File: config.mk
export PLATFORM = sky130hd
export DESIGN_NAME = bht_predictor
export DESIGN_NICKNAME = d
export VERILOG_FILES = /design/src/rtl/bht_predictor.sv
export SDC_FILE = /design/constraint.sdc
export NUM_CORES = 2
export LEC_CHECK = 0
export BUFFER_PORTS_ARGS = -buffer_cell sky130_fd_sc_hd__buf_2
export CORE_ASPECT_RATIO = 1.4
export CORE_UTILIZATION = 58
export CTS_CLUSTER_DIAMETER = 30
export DETAILED_ROUTE_END_ITERATION = 6
export GPL_TIMING_DRIVEN = 0
export PLACE_DENSITY_LB_ADDON = 0.2
export SLEW_MARGIN = 15
export SYNTH_ARGS = -nofsm -noshare
export SYNTH_HDL_FRONTEND = slang
export SYNTH_SLANG_ARGS = --single-unit
File: constraint.sdc
create_clock -name clk -period 6.62 [get_ports clk]
set_clock_uncertainty 0.1 [all_clocks]
set_input_delay 0.662 -clock clk [delete_from_list [all_inputs] [get_ports clk]]
set_output_delay 0.662 -clock clk [all_outputs]
set_load 0.02 [all_outputs]
File: src/rtl/bht_predictor.sv
// Direct-mapped branch history table: 2-bit saturating counters plus targets, combinational
// lookup and mispredict detection, sequential update. Optional statistics under BHT_STATS_EN.
module bht_predictor #(
    parameter int PC_W = 12,
    parameter int IDX_W = 6,
    localparam int TAG_W = PC_W - 2 - IDX_W
) (
    input  logic            clk,
    input  logic            rst,
    input  logic [PC_W-1:0] if_pc,
    output logic            pred_hit,
    output logic            pred_taken,
    output logic [PC_W-1:0] pred_target,
    input  logic            upd_valid,
    input  logic [PC_W-1:0] upd_pc,
    input  logic            upd_taken,
    input  logic [PC_W-1:0] upd_target,
    input  logic            upd_pred_taken,
    input  logic [PC_W-1:0] upd_pred_target,
    output logic            mispredict,
    output logic [PC_W-1:0] redirect_pc,
    output logic [31:0]     stat_lookups,
    output logic [31:0]     stat_mispred
);

    localparam int DEPTH = 1 << IDX_W;

    logic              valid_r  [DEPTH];
    logic [TAG_W-1:0]  tag_r    [DEPTH];
    logic [1:0]        cnt_r    [DEPTH];
    logic [PC_W-1:0]   target_r [DEPTH];

    logic [IDX_W-1:0]  if_idx_s;
    logic [TAG_W-1:0]  if_tag_s;
    logic              if_hit_s;
    logic [IDX_W-1:0]  upd_idx_s;
    logic [TAG_W-1:0]  upd_tag_s;
    logic              upd_hit_s;

    function automatic logic [1:0] cnt_inc(input logic [1:0] c);
        case (c)
            2'b00:   return 2'b01;
            2'b01:   return 2'b10;
            2'b10:   return 2'b11;
            2'b11:   return 2'b11;
            default: return 2'b11;
        endcase
    endfunction

    function automatic logic [1:0] cnt_dec(input logic [1:0] c);
        case (c)
            2'b00:   return 2'b00;
            2'b01:   return 2'b00;
            2'b10:   return 2'b01;
            2'b11:   return 2'b10;
            default: return 2'b00;
        endcase
    endfunction

    // IF-stage lookup; reads the pre-update entry even when EXE writes the same index
    always_comb begin
        if_idx_s = if_pc[IDX_W+1:2];
        if_tag_s = if_pc[PC_W-1:IDX_W+2];
        if_hit_s = valid_r[if_idx_s] && (tag_r[if_idx_s] == if_tag_s);
        pred_hit = if_hit_s;
        pred_taken = if_hit_s & cnt_r[if_idx_s][1];
        if (pred_taken) begin
            pred_target = target_r[if_idx_s];
        end else begin
            pred_target = if_pc + PC_W'(4);
        end
    end

    // EXE-stage resolution: mispredict detection and redirect address
    always_comb begin
        upd_idx_s = upd_pc[IDX_W+1:2];
        upd_tag_s = upd_pc[PC_W-1:IDX_W+2];
        upd_hit_s = valid_r[upd_idx_s] && (tag_r[upd_idx_s] == upd_tag_s);
        mispredict = upd_valid & ((upd_taken != upd_pred_taken) |
                                  (upd_taken & (upd_target != upd_pred_target)));
        if (upd_taken) begin
            redirect_pc = upd_target;
        end else begin
            redirect_pc = upd_pc + PC_W'(4);
        end
    end

    // Valid bits: cleared by reset, set when a taken miss allocates
    always_ff @(posedge clk) begin
        if (rst) begin
            for (int i = 0; i < DEPTH; i++) begin
                valid_r[i] <= 1'b0;
            end
        end else if (upd_valid && !upd_hit_s && upd_taken) begin
            valid_r[upd_idx_s] <= 1'b1;
        end
    end

    // Entry payload; left unreset because an invalid entry's fields are never observed
    always_ff @(posedge clk) begin
        if (!rst && upd_valid) begin
            if (upd_hit_s) begin
                if (upd_taken) begin
                    cnt_r[upd_idx_s]    <= cnt_inc(cnt_r[upd_idx_s]);
                    target_r[upd_idx_s] <= upd_target;
                end else begin
                    cnt_r[upd_idx_s]    <= cnt_dec(cnt_r[upd_idx_s]);
                end
            end else if (upd_taken) begin
                tag_r[upd_idx_s]    <= upd_tag_s;
                cnt_r[upd_idx_s]    <= 2'b10;
                target_r[upd_idx_s] <= upd_target;
            end
        end
    end

`ifdef BHT_STATS_EN
    logic [31:0] lookups_r;
    logic [31:0] mispred_r;

    // Resolved-branch and mispredict counters, wrapping at 2^32
    always_ff @(posedge clk) begin
        if (rst) begin
            lookups_r <= 32'd0;
            mispred_r <= 32'd0;
        end else if (upd_valid) begin
            lookups_r <= lookups_r + 32'd1;
            if (mispredict) begin
                mispred_r <= mispred_r + 32'd1;
            end
        end
    end

    assign stat_lookups = lookups_r;
    assign stat_mispred = mispred_r;
`else
    assign stat_lookups = 32'd0;
    assign stat_mispred = 32'd0;
`endif

endmodule

* After elaboration in Yosys (flattened, before gate mapping)
Memories as Yosys holds them, arrays and structs flattened. Cells that the tools add are included.
Operators by class: reductions and logical operators 11, bitwise gates (word level) 7, mux-type cells 32, $add $sub $neg 2, eq/ne operators 7
Operators with widths (number):
- $mux 12 | 3
- $add 12x3->12 const B | 2
- $mux 1 | 18
- $mux 2 | 8
- $ne 12x12->1 | 1
- $pmux 2 s3 | 2
- $eq 4x4->1 | 2
- $mux 6 | 1
- $logic_and 1x1->1 | 5
- $eq 2x2->1 const B | 2
- $or 1x1->1 | 4
- $reduce_or 2->1 | 2
- $and 1x1->1 | 3
- $eq 2x1->1 const B | 1
- $logic_not 1->1 | 2
- $logic_not 2->1 | 1
- $ne 1x1->1 | 1
- $reduce_or 1->1 | 1
Word-level totals: logic and storage cells 63, bits in registers 0, memory bits (writable) 1216, memories kept 4, output and inout port bits 91
Memory list:
- target_r | words 64, bits a word 12, read ports 1, clocked after Yosys merged registers in 0, wr ports 1, RTL line 31 | logic [PC_W-1:0] target_r [DEPTH];
- tag_r | words 64, bits a word 4, read ports 2, clocked after Yosys merged registers in 0, wr ports 1, RTL line 29 | logic [TAG_W-1:0] tag_r [DEPTH];
- cnt_r | words 64, bits a word 2, read ports 2, clocked after Yosys merged registers in 0, wr ports 1, RTL line 30 | logic [1:0] cnt_r [DEPTH];
- valid_r | words 64, bits a word 1, read ports 2, clocked after Yosys merged registers in 0, wr ports 64, RTL line 28 | logic valid_r [DEPTH];

* Depth between registers and ports, before layout
An unclocked memory read counts as a cell.
depth in word-level cells 11, depth in mapped cells 16, depth with buffers taken out 9

* Worst setup path after synthesis
No wires, ideal clock.
kind input to output, from in if_pc[4], to out pred_target[2], arrival 3.940 ns, stages on the path 11, setup slack 1.918 ns, required time 5.858 ns, cell sequence buf_2 clkbuf_1 mux4_2 mux4_2 mux4_2 xor2_1 nor4_4 and2_1 buf_6 buf_12 mux2i_1
On the way: cells in the longest elaborated chain, start to end 5, elaborated cells on any way between the ends 8, those cells by class eq/ne (1); mux (1); bitwise (1); reduce/logical (1); memory (4)
Ends and longest elaborated chain:
- start: declaration | RTL line 10 | input logic [PC_W-1:0] if_pc,
- $mem_v2 64x4
- $eq 4x4->1 | RTL line 64 | if_hit_s = valid_r[if_idx_s] && (tag_r[if_idx_s] == if_tag_s);
- $logic_and 1x1->1 (*) | RTL line 64
- net pred_hit | RTL line 11 | output logic pred_hit,
- $and 1x1->1 (*) | RTL line 66 | pred_taken = if_hit_s & cnt_r[if_idx_s][1];
- net pred_taken | RTL line 12 | output logic pred_taken,
- $mux 12 (*) | RTL line 67 | if (pred_taken) begin
- end: declaration | RTL line 13 | output logic [PC_W-1:0] pred_target,
The timed path passes the listed nets; every way through them passes the cells marked *.

* Worst setup path in the final report
from in if_pc[3], to out pred_target[6]
On the way: cells in the longest elaborated chain, start to end 5, elaborated cells on any way between the ends 9, those cells by class add/sub (1); eq/ne (1); mux (1); bitwise (1); reduce/logical (1); memory (4)
Ends and longest elaborated chain (RTL line):
- $mem_v2 64x4
- $eq 4x4->1 | 64
- $logic_and 1x1->1 | 64
- $and 1x1->1 | 66
- $mux 12 (*) | 67
Mark *: on every way between the ends. The rest lies on a longest branch, timed or not.

==> results.json <==
{
  "status": "finished, violations left",
  "violations": "negative setup slack",
  "critical_path_required_ns": 5.86,
  "synth.mux.area_fraction": 0.1902,
  "cts_setup_buffers": 0,
  "die_footprint_um2": 91310,
  "mean_instance_size_in_the_synthesized_netlist_um2": 18.72,
  "grt_overall_usage": 0.3850,
  "timing.final.crit_period_ns": 6.623,
  "use_met3": 0.1031,
  "multi_input_comb_area_um2": 14860,
  "first_global_vias": 32120,
  "globalRouteMet1Util": 0.4321,
  "vdd_ir_drop_max_mv": 0.3093,
  "yosys.area_share.simple": 0.03415,
  "layout-drive-gt1-share": 0.3204,
  "power.density_nw_per_um2": 315.3,
  "syn-instance-count": 2791,
  "clk_transition_reported_paths_ns": 0.06,
  "sequential_cell_area_in_the_final_layout_um2": 35870,
  "ant_nets": 0,
  "static_leakage_nw": 19.26,
  "globalplace.congestion": 1.018,
  "synth.top_cells.by_count": "1,152 x sky130_fd_sc_hd__edfxtp_1, 382 x sky130_fd_sc_hd__mux4_2, 132 x sky130_fd_sc_hd__nor3_1",
  "post_cts.resized_instances": 3,
  "finalSetupViolations": 1,
  "grt_pass1_wl_um": 240000,
  "detailedPlace.worstSlack_ns": -0.2243,
  "post_synth_fa_ha_maj_area_fraction": 0.0004789,
  "grt-busiest-layer": "met2",
  "cts_max_path_buffers": 3,
  "place_inst": 4112,
  "timing.final.ws_setup_ns": -0.003286,
  "synth_compound_area_frac": 0.04559,
  "syn2layout_area_growth_pct": 15.75,
  "critical_path.max_fanout": 10,
  "syn-cell-area_um2": 52250,
  "synth-xor-area-share": 0.006369,
  "synth-edff-count": 1152,
  "clock_sinks": 1216,
  "antenna_found_initial": 3,
  "tritoncts.num_buffers": 171,
  "number_of_filler_cells_placed_in_the_layout": 5783,
  "synth-warning-count": 0,
  "cts-hold-fix-buffers": 0,
  "synth-seq-area-share": 0.6866,
  "max_slew.worst_pin.slew_ns": 1.483,
  "r2r_setup_slack_ns": 2.04,
  "post_synth_top_flop": "sky130_fd_sc_hd__edfxtp_1",
  "first_pass_iters": 6,
  "report.final.hold_viol_count": 0,
  "post_synthesis_cell_type_with_the_largest_combined_area": "sky130_fd_sc_hd__edfxtp_1",
  "drt-wirelength-per-cell_um": 39.01,
  "final_util": 0.6813,
  "tritoncts": "yes",
  "cts.htree.levels": 4,
  "rsz0062_at_grt": "no",
  "routed_wirelength_um": 172700,
  "pin_count_of_the_biggest_net_entering_global_routing": 70,
  "die-width_um": 255.7,
  "port-buffer-count": 73,
  "postSynthRegisterBits": 1216,
  "io_pins": 144,
  "path_class": "in -> out",
  "critical_path.startpoint_type": "input pin",
  "largest_family_of_logic_cells_by_synthesized_area": "multiplexers",
  "die_y_um": 357.1,
  "post_layout_nonfiller_instances": 4426,
  "initial_core_util": 0.5886,
  "worst_slew_margin_rel": 0.01111,
  "drc_errors": 0,
  "drtIter0Drc": 4140,
  "synth_top_area_share": 0.6620,
  "use_met2": 0.6322,
  "floorplan.rows": 129,
  "power.total_mw": 19.07,
  "num_vias": 31690,
  "drv.max_cap_violation_count": 0,
  "timing.hold.ws_ns": 0.3469,
  "congestion_overflow_gr": 0,
  "critical_path.endpoint_type": "output pin",
  "finalCritPeriodShare": 1.000,
  "postSynth.asyncResetShare": 0,
  "coreArea_um2": 88770,
  "synth.distinct_cells": 71,
  "yosysMostFrequentCell": "sky130_fd_sc_hd__edfxtp_1",
  "cts.root.buffer_cell": "sky130_fd_sc_hd__clkbuf_16",
  "routed_via_density": 7.159,
  "hold_class": "in -> reg",
  "maxSlewViolCount": 0,
  "fmax_mhz": 151.0,
  "worst_ep_arrival_time_ns": 5.86,
  "detailedPlacementHpwl_um": 115000,
  "fin_nets": 3159,
  "clk_latency_ns": 0.80,
  "post_synth_main_area_contributors": "sky130_fd_sc_hd__edfxtp_1 66%, sky130_fd_sc_hd__mux4_2 16%, sky130_fd_sc_hd__dfxtp_1 2.5%, sky130_fd_sc_hd__buf_4 1.3%, sky130_fd_sc_hd__nor3_1 1.3%"
}
metal layers:
| layer | up-vias | wire length, µm |
|---|---|---|
| met4 | 2 | 15160 |
| met1 | 16070 | 53490 |
| met5 | - | 13 |
| met3 | 740 | 18720 |
| li1 | 12200 | - |
| met2 | 2679 | 85290 |
state kept, by name, indices dropped and copies added (netlist names):
name,cells
cnt_r,128
tag_r,256
target_r,768
valid_r,64
through the flow:
step / instance area [µm²] / TNS (ns)
2_1_floorplan: 52490 / 0
3_3_place_gp: 54330 / -51.44
3_5_place_dp: 54540 / -0.4403
4_1_cts: 60400 / 0
5_1_grt: 60480 / 0
6_report: 60480 / -0.003286
critical path: stages:
cell                     delay, ns
sky130_fd_sc_hd__buf_2        0.22
sky130_fd_sc_hd__buf_6        0.24
sky130_fd_sc_hd__buf_8        0.21
sky130_fd_sc_hd__buf_4        0.28
sky130_fd_sc_hd__buf_4        0.35
sky130_fd_sc_hd__buf_2        0.62
sky130_fd_sc_hd__buf_2        0.44
sky130_fd_sc_hd__buf_1        0.81
sky130_fd_sc_hd__mux4_2       0.43
sky130_fd_sc_hd__mux4_2       0.59
sky130_fd_sc_hd__mux4_2       0.51
sky130_fd_sc_hd__mux2_4       0.26
sky130_fd_sc_hd__buf_2        0.16
kinds of logic after synthesis:
group                    Yosys count
adder cells (fa/ha/maj)            2
flip-flops                      1216
AO/OA/AOI/OAI                    315
AND/OR/NAND/NOR                  363
buffers and inverters            367
multiplexers                     489
other                              1
XOR/XNOR                          38
cell usage in the layout, fill, tap and decap left out, types with 10 or more instances in the layout:
cell,Yosys,final
sky130_fd_sc_hd__clkbuf_2,1,12
sky130_fd_sc_hd__clkbuf_16,0,179
sky130_fd_sc_hd__buf_1,24,18
sky130_fd_sc_hd__buf_2,56,113
sky130_fd_sc_hd__a22oi_1,68,68
sky130_fd_sc_hd__nand2_1,62,62
sky130_fd_sc_hd__inv_1,70,70
sky130_fd_sc_hd__clkbuf_1,108,111
sky130_fd_sc_hd__xor2_1,20,20
sky130_fd_sc_hd__clkinvlp_4,0,24
sky130_fd_sc_hd__nor2_1,86,34
sky130_fd_sc_hd__o22ai_1,15,15
sky130_fd_sc_hd__xnor2_1,18,18
sky130_fd_sc_hd__a22o_1,23,23
sky130_fd_sc_hd__nand3_1,14,14
sky130_fd_sc_hd__a221o_1,10,10
sky130_fd_sc_hd__nor2b_1,12,12
sky130_fd_sc_hd__mux2i_1,47,47
sky130_fd_sc_hd__inv_8,0,11
sky130_fd_sc_hd__inv_6,0,26
sky130_fd_sc_hd__a31oi_1,26,26
sky130_fd_sc_hd__buf_4,93,112
sky130_fd_sc_hd__dfxtp_1,64,64
sky130_fd_sc_hd__o21ai_0,29,29
sky130_fd_sc_hd__nor3_1,132,130
sky130_fd_sc_hd__clkinv_4,0,17
sky130_fd_sc_hd__clkinv_2,0,11
sky130_fd_sc_hd__a21oi_1,20,20
sky130_fd_sc_hd__edfxtp_1,1152,1152
sky130_fd_sc_hd__conb_1,1,64
sky130_fd_sc_hd__nor2_2,0,52
sky130_fd_sc_hd__mux4_2,382,382
sky130_fd_sc_hd__mux4_1,11,11
sky130_fd_sc_hd__o32ai_1,62,62
sky130_fd_sc_hd__a221oi_1,29,29
sky130_fd_sc_hd__bufinv_16,0,14
sky130_fd_sc_hd__clkinv_1,2,15
sky130_fd_sc_hd__mux2_2,41,41
area by class of cell:
| type | instances | area share |
|---|---|---|
| clock inverters | 123 | 0.02176 |
| well taps | 1179 | 0.02439 |
| diodes | 1 | 0.00004137 |
| clock buffers | 192 | 0.07503 |
| flip-flops and latches | 1216 | 0.5931 |
| multi-input cells | 1271 | 0.2458 |
| inverters | 73 | 0.004530 |
| repair buffers | 79 | 0.007985 |
| plain buffers | 292 | 0.02737 |
power by group:
group	switching, mW	internal (mW)
logic	0.892	0.436
clock network	3.68	5.59
registers	0.00612	8.46
path summary, 6_finish.rpt:
path,startpoint,end,depth (start not counted)
max,if_pc[3],pred_target[6],13
min,upd_target[0],target_r[28][0],1
max reg2reg,tag_r[30][2],tag_r[32][1],11
min reg2reg,valid_r[6],valid_r[6],2
Note: power is estimated with default switching activity, not from simulation.
